$ cat src/rtl/cpu_pipe_pkg.sv
// Shared types for the CPU pipeline stage registers: handshake FSM states,
// occupancy width and the per-stage payload layouts.
package cpu_pipe_pkg;

   typedef enum logic [1:0] {
      EMPTY = 2'd0,
      ONE   = 2'd1,
      FULL  = 2'd2
   } pipe_state_e;

   localparam int OCC_W = 2;

   typedef struct packed {
      logic [31:0] pc;
      logic [31:0] instr;
   } if_id_t;

   typedef struct packed {
      logic [31:0] pc;
      logic [31:0] rs1_val;
      logic [31:0] rs2_val;
      logic [31:0] imm;
      logic [4:0]  rd;
      logic [3:0]  alu_op;
      logic        mem_rd;
      logic        mem_wr;
      logic        reg_wr;
   } id_ex_t;

   typedef struct packed {
      logic [31:0] alu_res;
      logic [31:0] store_data;
      logic [4:0]  rd;
      logic        mem_rd;
      logic        mem_wr;
      logic        reg_wr;
   } ex_mem_t;

   typedef struct packed {
      logic [31:0] wb_data;
      logic [4:0]  rd;
      logic        reg_wr;
   } mem_wb_t;

endpackage

$ cat src/rtl/pipe_entry_reg.sv
// One payload slot: data register plus valid flag. Clearing the valid flag
// leaves the data untouched so a squashed slot still shows its last payload.
module pipe_entry_reg #(
   parameter int               WIDTH     = 32,
   parameter logic [WIDTH-1:0] RESET_VAL = '0
) (
   input  logic             clk,
   input  logic             reset,
   input  logic             load_i,
   input  logic             clr_i,
   input  logic [WIDTH-1:0] d_i,
   output logic [WIDTH-1:0] q_o,
   output logic             valid_o
);

   logic [WIDTH-1:0] data_q;
   logic             valid_q;

   always_ff @(posedge clk) begin
      if (reset) begin
         data_q  <= RESET_VAL;
         valid_q <= 1'b0;
      end else begin
         if (load_i)
            data_q <= d_i;
         // Clear wins so a squash can never leave a freshly loaded slot valid.
         if (clr_i)
            valid_q <= 1'b0;
         else if (load_i)
            valid_q <= 1'b1;
      end
   end

   assign q_o     = data_q;
   assign valid_o = valid_q;

endmodule

$ cat src/rtl/pipe_stage_reg.sv
// Elastic pipeline register with valid/ready handshake, synchronous flush and an
// optional second (skid) slot that makes in_ready a pure register output.
module pipe_stage_reg
   import cpu_pipe_pkg::*;
#(
   parameter int               WIDTH     = 32,
   parameter bit               SKID      = 1'b1,
   parameter logic [WIDTH-1:0] RESET_VAL = '0
) (
   input  logic             clk,
   input  logic             reset,
   input  logic             flush,
   input  logic             in_valid,
   output logic             in_ready,
   input  logic [WIDTH-1:0] in_data,
   output logic             out_valid,
   input  logic             out_ready,
   output logic [WIDTH-1:0] out_data,
   output logic [OCC_W-1:0] occupancy
);

   pipe_state_e      state_q, state_d;
   logic             accept, drain;
   logic             main_load, main_clr, skid_load, skid_clr;
   logic [WIDTH-1:0] main_d, main_q, skid_q;
   logic             main_valid, skid_valid;

   always_comb begin
      accept    = in_valid & in_ready;
      drain     = main_valid & out_ready;
      main_load = 1'b0;
      main_clr  = 1'b0;
      skid_load = 1'b0;
      skid_clr  = 1'b0;
      main_d    = in_data;
      state_d   = state_q;
      case (state_q)
         EMPTY: if (accept) begin
            main_load = 1'b1;
            state_d   = ONE;
         end
         ONE: if (accept && drain) begin
            main_load = 1'b1;
         end else if (accept && SKID) begin
            skid_load = 1'b1;
            state_d   = FULL;
         end else if (drain) begin
            main_clr = 1'b1;
            state_d  = EMPTY;
         end
         FULL: begin
            main_d = skid_q;
            if (drain) begin
               main_load = 1'b1;
               skid_clr  = 1'b1;
               state_d   = ONE;
            end
         end
         default: state_d = EMPTY;
      endcase
      // A squash drops everything, including a payload offered this cycle.
      if (flush) begin
         main_load = 1'b0;
         skid_load = 1'b0;
         main_clr  = 1'b1;
         skid_clr  = 1'b1;
         state_d   = EMPTY;
      end
   end

   always_ff @(posedge clk) begin
      if (reset)
         state_q <= EMPTY;
      else
         state_q <= state_d;
   end

   pipe_entry_reg #(.WIDTH(WIDTH), .RESET_VAL(RESET_VAL)) u_main (
      .clk     (clk),
      .reset   (reset),
      .load_i  (main_load),
      .clr_i   (main_clr),
      .d_i     (main_d),
      .q_o     (main_q),
      .valid_o (main_valid)
   );

   generate
      if (SKID) begin : g_skid
         logic in_ready_q;

         pipe_entry_reg #(.WIDTH(WIDTH), .RESET_VAL(RESET_VAL)) u_skid (
            .clk     (clk),
            .reset   (reset),
            .load_i  (skid_load),
            .clr_i   (skid_clr),
            .d_i     (in_data),
            .q_o     (skid_q),
            .valid_o (skid_valid)
         );

         // Registered ready breaks the stall path back into the previous stage.
         always_ff @(posedge clk) begin
            if (reset)
               in_ready_q <= 1'b1;
            else
               in_ready_q <= (state_d != FULL);
         end

         assign in_ready = in_ready_q;
      end else begin : g_noskid
         assign skid_q     = RESET_VAL;
         assign skid_valid = 1'b0;
         assign in_ready   = !main_valid | out_ready;
      end
   endgenerate

   assign out_valid = main_valid;
   assign out_data  = main_q;
   assign occupancy = {1'b0, main_valid} + {1'b0, skid_valid};

endmodule

$ cat config.mk
export PLATFORM = sky130hd
export DESIGN_NAME = pipe_stage_reg
export DESIGN_NICKNAME = d
export VERILOG_FILES = /design/src/rtl/cpu_pipe_pkg.sv /design/src/rtl/pipe_entry_reg.sv /design/src/rtl/pipe_stage_reg.sv
export SDC_FILE = /design/constraint.sdc
export NUM_CORES = 1
export LEC_CHECK = 0
export ABC_AREA = 1
export BUFFER_PORTS_ARGS = -buffer_cell sky130_fd_sc_hd__clkbuf_2
export CAP_MARGIN = 30
export CORE_AREA = 2 2 90 92
export CTS_BUF_LIST = sky130_fd_sc_hd__clkbuf_8
export DETAILED_ROUTE_END_ITERATION = 16
export DIE_AREA = 0 0 92 94
export PLACE_DENSITY = 0.64
export SYNTH_ARGS = -nofsm -noshare
export SYNTH_HDL_FRONTEND = slang
export SYNTH_SLANG_ARGS = --single-unit
$ cat constraint.sdc
create_clock -name clk -period 1.6 [get_ports clk]
set_input_delay 0.24 -clock clk [delete_from_list [all_inputs] [get_ports clk]]
set_output_delay 0.24 -clock clk [all_outputs]
set_load 0.05 [all_outputs]
Yosys cells after proc, flatten, opt, wreduce, memory -nomap -nowiden

Index checks and enable logic that the tools add are counted.
W data, S select, Z words.

Add/sub/neg operators: 1
Reductions and logical operators: 4
Bitwise gates (word level): 2
Equality and inequality tests: 3
Multiplexer cells: 22

Operator list:

| kind                 | count |
|---|---|
| $mux W32             | 1 |
| $mux W1              | 13 |
| $mux W2              | 6 |
| $pmux W2 S3          | 1 |
| $reduce_or A2 Y1     | 2 |
| $pmux W1 S3          | 1 |
| $add A1 B1 Y2        | 1 |
| $and A1 B1 Y1        | 2 |
| $eq A2 B1 Y1 const B | 1 |
| $eq A2 B2 Y1 const B | 1 |
| $logic_not A2 Y1     | 1 |
| $ne A2 B2 Y1 const B | 1 |
| $logic_and A1 B1 Y1  | 1 |

Bits of input ports: 37
Word-level logic and storage cells: 38
Bits in registers: 69
Output and inout bits: 36

Longest topological paths before layout

Gate-level depths: netlist of run 1.

Word-level depth: 7
Depth in mapped cells: 10
Depth with buffers taken out: 8

Cells and area by module

A second synthesis of run 1 with hierarchy kept.

Cell total of the unflattened synthesis: 548
Area total of the unflattened synthesis: 3339.5 sq um

Modules (own cells, without submodules):

| module         | times used | area an instance (sq um) | cells each |
|---|---|---|---|
| pipe_entry_reg | 2          | 1356.3                   | 206 |
| pipe_stage_reg | 1          | 626.9                    | 136 |

Worst setup path after synthesis of run 1

OpenSTA, ideal clock, no wires.

Kind: reg2reg
Start point: register g_skid.in_ready_q, in the netlist in_ready
End point: register g_skid.u_skid.data_q[16], in the netlist g_skid.u_skid.q_o[16]
Library setup time: 119 ps
Arrival time: 1490 ps
Slack: -10 ps
Clock period less this slack: 1610 ps
Data required time: 1481 ps
Stages on the path, launching flop included: 8
Path through: dfxtp_1 > nand2_1 > nor2_2 > nand3_1 > buf_2 > buf_6 > o21ai_0 > a21oi_1

Cells in the longest elaborated chain, start to end: 5
Elaborated cells on any way between the ends: 6

RTL lines:

| element                                        | RTL line                                   | RTL |
|---|---|---|
| start: declaration                             | pipe_stage_reg.sv:90                       | `logic in_ready_q;` |
| start signal: assignment                       | pipe_stage_reg.sv:107                      | `in_ready_q <= (state_d != FULL);` |
| $and A1 B1 Y1 (*)                              | pipe_stage_reg.sv:29                       | `accept = in_valid & in_ready;` |
| $mux W1 or $logic_and A1 B1 Y1 (tied branches) | pipe_stage_reg.sv:44, pipe_stage_reg.sv:42 |  |
| $mux W1 (*)                                    | pipe_stage_reg.sv:42                       | `ONE: if (accept && drain) begin` |
| $mux W1 (*)                                    | pipe_stage_reg.sv:37                       | `case (state_q)` |
| $mux W1 (*)                                    | pipe_stage_reg.sv:62                       | `if (flush) begin` |
| end signal: assignment                         | pipe_entry_reg.sv:25                       | `data_q <= d_i;` |
| end: declaration                               | pipe_entry_reg.sv:16                       | `logic [WIDTH-1:0] data_q;` |

Mark *: on every way between the ends. The rest lies on a longest branch, timed or not.
A chain may end at the register's enable or synchronous reset.

Final worst setup path of run 1

Start point: register u_main.valid_q, in the netlist u_main.valid_o
End point: output port occupancy[0]

Cells in the longest elaborated chain, start to end: 1

RTL lines:

| element                  | RTL line              | RTL |
|---|---|---|
| start: declaration       | pipe_entry_reg.sv:17  | `logic valid_q;` |
| start signal: assignment | pipe_entry_reg.sv:22  | `valid_q <= 1'b0;` |
| start signal: assignment | pipe_entry_reg.sv:28  | `valid_q <= 1'b0;` |
| start signal: assignment | pipe_entry_reg.sv:30  | `valid_q <= 1'b1;` |
| $add A1 B1 Y2            | pipe_stage_reg.sv:120 | `assign occupancy = {1'b0, main_valid} + {1'b0, skid_valid};` |
| end: declaration         | pipe_stage_reg.sv:19  | `output logic [OCC_W-1:0] occupancy` |

No other way between the ends.

==> results.yml, run 1 <==
synth:
  synth_edf_count: 0
  synth_cell_types: 20
  synth_common_cells: "dfxtp_1, nand2_1, a21oi_1"
  yosysWarningCount: 0
  async_flop_share: 0
  syn_area_sq_um: 3340
  syn_nets: 499
  syn_inst: 461
  synth_top_cell_by_area: "dfxtp_1"
  synthFlopType: "dfxtp_1"
  synth.avg_cell_area_sq_um: 7.24
  yosysSeqAreaShare: 0.414
  synth_seq_cells: 69
  synth_top_area_frac: 0.414
  yosys-top-cells-area: "dfxtp_1, a21oi_1, nand2_1, inv_1, nand3_2"
critical_path:
  criticalPathCategory: "reg2out"
  end_kind: "output port"
  max_stage_delay_ps: 340
  critical-path-slowest-cell: "dfxtp_2"
  critPathArrivalTime_ps: 1230
  start_kind: "flop"
  crit_buf_inv: 1
  critPathRequiredTime_ps: 1360
  critPathMaxFanout: 4
  critPathTopFamily: "flip-flops"
  cp_cell_sequence: "ha_1, clkbuf_2"
pwr:
  p_per_area_nw_per_um2: 1030
  power.internal_mw: 2.85
  p_leak_nw: 1.83
  vdd_drop_max_v: 0.000462
  combPwrFrac: 0.177
  power_switching_mw: 1.18
  sw_frac_of_total: 0.292
  pwr-share-clk: 0.367
  seqPwrFrac: 0.456
layout:
  drive_gt1_frac: 0.276
  antennaDiodeCount: 0
  nets: 558
  design_area_sq_um: 3930
  areaGrowthSynthToFinish_pct: 17.7
  n_fill_cell: 801
  instances_no_fill: 627
  utilization: 0.516
  multiInputGateArea_sq_um: 1430
  seq_area_sq_um: 1380
die:
  initial_core_util: 0.439
  row_count: 32
  die_w_microns: 92
  dieArea_sq_um: 8650
  num_io_pins: 73
  fp.dieH_microns: 94
  core_area_sq_um: 7610
cts:
  post_cts_buffers: 0
  cts_tree: "done"
  cts_buffers: 9
  cts_buffer_depth: 2
  root_buffer: "clkbuf_8"
  hold_buffers: 0
  clk_pin_slew_ps: 70
  ctsHtreeMaxLevel: 3
  clock-sinks: 69
  ctsResizeCount: 0
  insertion_delay_ps: 340
timing:
  fin_setup_tns_ps: 0
  maxSlewViolCount: 0
  fin_skew_ps: 7.13
  setup_viol: 0
  post-route-min-period_ps: 1470
  fin_crit_sh: 0.918
  fmax_mhz: 681
  hold_violations: 0
  slew_headroom: 0.773
  rsz0062_at_grt: "no"
  max_slew.worst_pin.slew_ps: 341
placement:
  placed_cells: 611
  globalplace.congestion: 0.731
  hpwl_microns: 4550
  placed_area_sq_um: 3720
  port_buffers: 72
flow_run:
  cap_violations: 0
route:
  vias_per_cell: 4.72
  post_drt_wl_per_cell_microns: 11.0
  dr.pass1.iters: 4
  vias: 2960
  drt-initial-drc-count: 89
  final_antenna_net_count: 0
  drc: 0
  routed_wl_microns: 6910
grt:
  antenna_found_initial: 0
  grt_pass1_vias: 2720
  grt_pass1_wl_microns: 11700
  gr-usage-all-layers: 0.166
  grt_max_degree: 55
  overflow: 0
min_path:
  hp-class: "in2reg"
run_status:
  status: "finished, final reports clean"
cells in the final DEF, fill, tap and decap left out:
| cell type | n |
|---|---|
| clkbuf_2 | 72 |
| inv_2 | 14 |
| o21ai_1 | 25 |
| clkbuf_8 | 12 |
| ha_1 | 1 |
| o21ai_2 | 3 |
| nand3_1 | 14 |
| nor2_1 | 38 |
| dfxtp_1 | 67 |
| o21ai_0 | 38 |
| dfxtp_2 | 2 |
| bufinv_16 | 1 |
| nand3_2 | 22 |
| nor2_2 | 1 |
| nand2_1 | 69 |
| a21oi_1 | 66 |
| clkinv_2 | 1 |
| clkinvlp_4 | 1 |
| buf_12 | 5 |
| inv_1 | 56 |
| nand2_4 | 1 |
| nand2_2 | 5 |
| buf_4 | 5 |
| clkinv_1 | 6 |
routing by layer:
layer | wire length, microns | vias up | track usage
li1 | - | 1572 | -
met1 | 3150 | 1328 | 0.197
met2 | 3310 | 52 | 0.292
met3 | 358 | 8 | 0.0377
met4 | 91 | 0 | 0.0634
met5 | 0 | - | 0
area by class of cell:
| class | instances | share of cell area |
|---|---|---|
| Clock buffer | 12 | 0.0421 |
| Clock inverter | 4 | 0.0118 |
| Inverter | 75 | 0.0717 |
| Multi-Input combinational cell | 283 | 0.363 |
| Sequential cell | 69 | 0.352 |
| Tap cell | 102 | 0.0325 |
| Timing Repair Buffer | 82 | 0.127 |
sequential cells by signal, summed over array words and instances, names as in the netlist:
register               count
g_skid.u_skid.q_o         32
u_main.q_o                32
in_ready                   1
g_skid.u_skid.valid_o      1
state_q                    2
u_main.valid_o             1
worst paths after layout:
kind	cells past startpoint	start	slack (ps)	endpoint
worst max-delay path	2	u_main.valid_o	130	occupancy[0]
worst min-delay path	2	reset	100	state_q[0]
worst max register to register	8	u_main.valid_o	270	u_main.q_o[29]
worst min register to register	2	g_skid.u_skid.q_o[0]	450	g_skid.u_skid.q_o[0]
cells by family after synthesis:
logic type                 Yosys count  share of synthesized area
and+or+nand+nor                    150                      0.220
AOI/OAI and AO/OA                  132                      0.201
buffers and inverters              109                      0.161
DFF                                 69                      0.414
adders and majority gates            1                    0.00375
per-stage QoR:
step / setup slack (ps) / total power, mW / hold WS (ps)
5_1_grt: 92.6 / 4.22 / 104
3_5_place_dp: 269 / 2.60 / 441
2_1_floorplan: 182 / 2.43 / 312
6_report: 131 / 4.03 / 99.4
3_3_place_gp: 319 / 2.59 / 432
4_1_cts: 111 / 4.08 / 96.7
power by group through the flow:
stage          sequential, mW  clock (mW)  combinational [mW]
6_report                 1.84        1.48               0.714
5_1_grt                  1.84        1.58               0.793
4_1_cts                  1.84        1.52               0.721
3_5_place_dp             1.88           0               0.720
3_3_place_gp             1.87           0               0.710
2_1_floorplan            2.08           0               0.351
Note: power is estimated with default switching activity, not from simulation.
==> inputs of run 2 (changes only) <==
--- a/config.mk
+++ b/config.mk
@@ -8,11 +8,12 @@
 export ABC_AREA = 1
 export BUFFER_PORTS_ARGS = -buffer_cell sky130_fd_sc_hd__clkbuf_2
 export CAP_MARGIN = 30
-export CORE_AREA = 2 2 90 92
+export CORE_AREA = 2 2 106 78
 export CTS_BUF_LIST = sky130_fd_sc_hd__clkbuf_8
 export DETAILED_ROUTE_END_ITERATION = 16
-export DIE_AREA = 0 0 92 94
-export PLACE_DENSITY = 0.64
+export DIE_AREA = 0 0 108 80
+export PLACE_DENSITY = 0.65
+export SETUP_SLACK_MARGIN = 0.15
 export SYNTH_ARGS = -nofsm -noshare
 export SYNTH_HDL_FRONTEND = slang
 export SYNTH_SLANG_ARGS = --single-unit
==> constraint.sdc (replaced) <==
create_clock -name clk -period 1.36 [get_ports clk]
set_input_delay 0.204 -clock clk [delete_from_list [all_inputs] [get_ports clk]]
set_output_delay 0.204 -clock clk [all_outputs]
set_load 0.05 [all_outputs]
==> results.yml, run 2 (same netlist as run 1, synthesis figures left out) <==
run_status:
  status: "finished, violations left"
  violations: "negative setup slack"
timing:
  rsz0062_at_grt: "yes"
  post-route-min-period_ps: 1360
  fin_crit_sh: 1.00
  setup_slack_ps: -4.77
  maxSlewViolCount: 0
  slew_headroom: 0.795
  max_slew.worst_pin.slew_ps: 308
  setup_viol: 1
  hold_violations: 0
  fmax_mhz: 733
  fin_setup_tns_ps: -4.77
  fin_skew_ps: 8.31
cts:
  ctsHtreeMaxLevel: 3
  cts_tree: "done"
  cts_buffers: 9
  hold_buffers: 0
  clock-sinks: 69
  insertion_delay_ps: 350
  clk_pin_slew_ps: 70
  cts_buffer_depth: 2
  root_buffer: "clkbuf_8"
critical_path:
  critPathArrivalTime_ps: 1600
  crit_top_cell: "nand2_4"
  ff2ff_path_depth: 9
  critPathMaxFanout: 7
  r2r_end: "u_main.q_o[23]"
  critical-path-slowest-cell: "dfxtp_4"
  max_stage_delay_ps: 370
  r2r-start: "state_q[0]"
  end_kind: "flop"
  cp_cell_sequence: "inv_2, nand2_4, inv_4, nand2_4, nand3_4, buf_12, clkbuf_16, a21oi_2, nor2_1"
  criticalPathCategory: "reg2reg"
  critPathRequiredTime_ps: 1600
  start_kind: "flop"
  rrSetupSlack_ps: -5
grt:
  grt_pass1_vias: 2973
  gr-usage-all-layers: 0.203
  grt_pass1_wl_microns: 13700
  antenna_found_initial: 0
  overflow: 0
  grt_max_degree: 65
layout:
  instances_no_fill: 649
  nets: 583
  final_cell_mix: "dfxtp_1, nand2_1, inv_1"
  antennaDiodeCount: 0
  utilization: 0.627
  areaGrowthSynthToFinish_pct: 42.7
  drive_gt1_frac: 0.420
  final_common_cell: "dfxtp_1"
pwr:
  vdd_drop_max_v: 0.000576
  p_leak_nw: 2.14
  combPwrFrac: 0.233
  power.internal_mw: 3.42
  pwr-share-clk: 0.325
  sw_frac_of_total: 0.305
  power_switching_mw: 1.50
  p_per_area_nw_per_um2: 1030
  seqPwrFrac: 0.442
  p_total_mw: 4.91
die:
  num_io_pins: 73
  initial_core_util: 0.439
  row_count: 27
  die_w_microns: 108
  core_area_sq_um: 7600
  fp.dieH_microns: 80
  dieArea_sq_um: 8640
route:
  wl_met1_microns: 3890
  dr.pass1.iters: 4
  post_drt_wl_per_cell_microns: 13.3
  vias_per_cell: 4.94
  drt-initial-drc-count: 110
  routed_wl_microns: 8630
  vias: 3209
  highest_layer: "met4"
  final_antenna_net_count: 0
  wl_met2_microns: 4070
  wl_met3_microns: 520
  drc: 0
placement:
  port_buffers: 72
  placed_cells: 615
  hpwl_microns: 4800
  globalplace.congestion: 0.766
flow_run:
  cap_violations: 0
min_path:
  hold_end: "state_q[0]"
  hold_depth: 2
  hp-class: "in2reg"
  min-delay-start: "reset"
[run 2: how the worst max path moves through the flow]
| stage | start | end | slack (ps) | cells after the start |
|---|---|---|---|---|
| 2_1_floorplan | u_main.valid_o | u_main.q_o[10] | 100 | 9 |
| 3_3_place_gp | state_q[0] | u_main.q_o[1] | 100 | 8 |
| 3_5_place_dp | state_q[0] | u_main.q_o[22] | 50 | 8 |
| 4_1_cts | u_main.valid_o | occupancy[0] | 20 | 2 |
| 5_1_grt | state_q[1] | g_skid.u_skid.q_o[13] | -80 | 7 |
| 6_report | state_q[0] | u_main.q_o[23] | -5 | 9 |
[run 2: per-stage QoR]
step                setup WS [ps]  hold slack, ps  cell area, sq um
floorplan                    95.6             276              3410
CTS                          19.2            63.5              4440
global route                -75.4            80.8              4760
global placement              102             431              3840
finish                      -4.77            81.8              4760
detailed placement           50.9             435              3840
[run 2: repair_timing]
| action | 4_1_cts | 5_1_grt |
|---|---|---|
| resized for setup | 52 | 79 |
| pin swaps | 4 | 13 |
| buffers inserted | 6 | 5 |
| endpoints found under the setup margin | 56 | 87 |
| gates cloned | 5 | 4 |
[run 2: per-layer routing]
layer	vias to the layer above	global-route usage
li1	1639	-
met1	1481	0.256
met2	77	0.337
met3	12	0.0555
met4	0	0.0641
met5	-	0
[run 2: power groups by stage]
stage | clock [mW] | sequential (mW) | combinational, mW
floorplan | 0 | 2.44 | 0.433
global placement | 0 | 2.20 | 0.890
detailed placement | 0 | 2.21 | 0.903
CTS | 1.64 | 2.17 | 1.04
global route | 1.72 | 2.18 | 1.24
finish | 1.60 | 2.17 | 1.15
[run 2: layout make-up]
class,instances,area [sq um]
Tap cell,101,126
Timing Repair Buffer,107,1020
Clock inverter,4,42.5
Clock buffer,10,138
Sequential cell,69,1400
Fill cell,664,2840
Inverter,75,289
Multi-Input combinational cell,283,1760
[run 2: critical path: cells and delay by family (launching register included)]
kind                   cells  cell delay (ps)
flip-flops                 1              370
AND/OR/NAND/NOR            4              340
AO/OA/AOI/OAI              1              130
buffers and inverters      4              420
==> inputs of run 3 (changes only) <==
--- a/config.mk
+++ b/config.mk
@@ -8,11 +8,12 @@
 export ABC_AREA = 1
 export BUFFER_PORTS_ARGS = -buffer_cell sky130_fd_sc_hd__clkbuf_2
 export CAP_MARGIN = 30
-export CORE_AREA = 2 2 106 78
-export CTS_BUF_LIST = sky130_fd_sc_hd__clkbuf_8
+export CELL_PAD_IN_SITES_DETAIL_PLACEMENT = 1
+export CELL_PAD_IN_SITES_GLOBAL_PLACEMENT = 2
+export CORE_AREA = 2 2 130 94
 export DETAILED_ROUTE_END_ITERATION = 16
-export DIE_AREA = 0 0 108 80
-export PLACE_DENSITY = 0.65
+export DIE_AREA = 0 0 132 96
+export PLACE_DENSITY = 0.76
 export SETUP_SLACK_MARGIN = 0.15
 export SYNTH_ARGS = -nofsm -noshare
 export SYNTH_HDL_FRONTEND = slang
==> results.yml, run 3 (same netlist as run 1, synthesis figures left out) <==
grt:
  antenna_found_initial: 0
  grt_pass1_vias: 3253
  gr-usage-all-layers: 0.171
  overflow: 0
  grt_pass1_wl_microns: 16800
  grt_max_degree: 65
route:
  vias_per_cell: 4.62
  drc: 0
  final_antenna_net_count: 0
  dr.pass1.iters: 4
  drt-initial-drc-count: 146
  vias: 3209
  post_drt_wl_per_cell_microns: 14.9
  routed_wl_microns: 10400
layout:
  n_fill_cell: 1372
  final_common_cell: "dfxtp_1"
  utilization: 0.414
  multiInputGateArea_sq_um: 1670
  seq_area_sq_um: 1400
  nets: 570
  drive_gt1_frac: 0.376
  areaGrowthSynthToFinish_pct: 41.8
  final_cell_mix: "dfxtp_1, nand2_1, inv_1"
  design_area_sq_um: 4730
  antennaDiodeCount: 0
timing:
  maxSlewViolCount: 0
  fmax_mhz: 733
  setup_viol: 1
  fin_skew_ps: 4.04
  hold_violations: 0
  fin_crit_sh: 1.00
  setup_slack_ps: -4.63
  post-route-min-period_ps: 1360
  max_slew.worst_pin.slew_ps: 305
  hold_ws_ps: 74.5
  rsz0062_at_grt: "yes"
  slew_headroom: 0.797
placement:
  hpwl_microns: 5770
  port_buffers: 72
  globalplace.congestion: 0.730
  preCtsSetupSlack_ps: 33.0
  placed_area_sq_um: 3870
cts:
  insertion_delay_ps: 330
  clk_pin_slew_ps: 50
  cts_buffers: 9
  ctsHtreeMaxLevel: 3
  clock-sinks: 69
  cts_buffer_depth: 2
  cts_tree: "done"
  root_buffer: "clkbuf_16"
flow_run:
  cap_violations: 0
die:
  die_w_microns: 132
  fp.dieH_microns: 96
  initial_core_util: 0.292
  row_count: 33
  dieArea_sq_um: 12700
  core_area_sq_um: 11400
  num_io_pins: 73
critical_path:
  criticalPathCategory: "reg2reg"
  critPathMaxFanout: 8
  critPathRequiredTime_ps: 1620
  start_kind: "flop"
  critPathArrivalTime_ps: 1630
  end_kind: "flop"
pwr:
  p_per_area_nw_per_um2: 1240
  vdd_drop_max_v: 0.000626
  p_leak_nw: 2.10
run_status:
  violations: "negative setup slack"
  status: "finished, violations left"
min_path:
  hp-class: "in2reg"
[run 3: cell types whose count changed in the layout (fill, tap and decap cells not counted), sizes merged]
cell    delta
buf       -11
clkbuf     +4
bufbuf     -2
inv        -2
[run 3: path summary, 6_finish.rpt]
path / startpoint / end / slack, ps / depth (start not counted)
setup / recovery: state_q[1] / u_main.q_o[10] / -5 / 10
hold / removal: reset / state_q[0] / 70 / 2
hold reg to reg: g_skid.u_skid.q_o[1] / g_skid.u_skid.q_o[1] / 450 / 2
setup reg to reg: state_q[1] / u_main.q_o[10] / -5 / 10
[run 3: worst max-delay path: stages (launching register included)]
cell and delay [ps]:
dfxtp_4 360, inv_2 50, nand2_4 80, inv_2 40, nand2_2 80, nand3_4 140, buf_6 160, buf_12 140
nand3_2 70, nand2_2 60, nor2_1 110
[run 3: per-layer routing]
metal	vias up	track usage	part of all wire
li1	1604	-	-
met1	1538	0.213	0.50
met2	56	0.295	0.45
met3	11	0.0506	0.041
met4	0	0.0435	0.010
met5	-	0	0
[run 3: timing repair]
action,CTS,global route
cloned,7,0
pin swaps,7,6
setup endpoints to repair,69,84
buffers inserted,6,1
resized for setup,46,60
hold buffers,0,0
[run 3: layout make-up]
| type | instances | area share |
|---|---|---|
| well taps | 157 | 0.0415 |
| clock inverters | 2 | 0.00740 |
| repair buffers | 94 | 0.179 |
| inverters | 75 | 0.0603 |
| flip-flops and latches | 69 | 0.295 |
| multi-input cells | 283 | 0.352 |
| clock buffers | 14 | 0.0645 |
[run 3: stage by stage]
stage	TNS (ps)	total power [mW]	cells
finish	-4.63	5.87	694
global route	-1870	6.13	694
CTS	0	5.89	693
detailed placement	0	3.11	664
global placement	0	3.09	664
floorplan	0	2.88	461
[run 3: where the power goes]
part / internal [mW] / switching [mW]
Sequential: 2.11 / 0.0624
Clock: 1.73 / 0.894
Combinational: 0.382 / 0.691
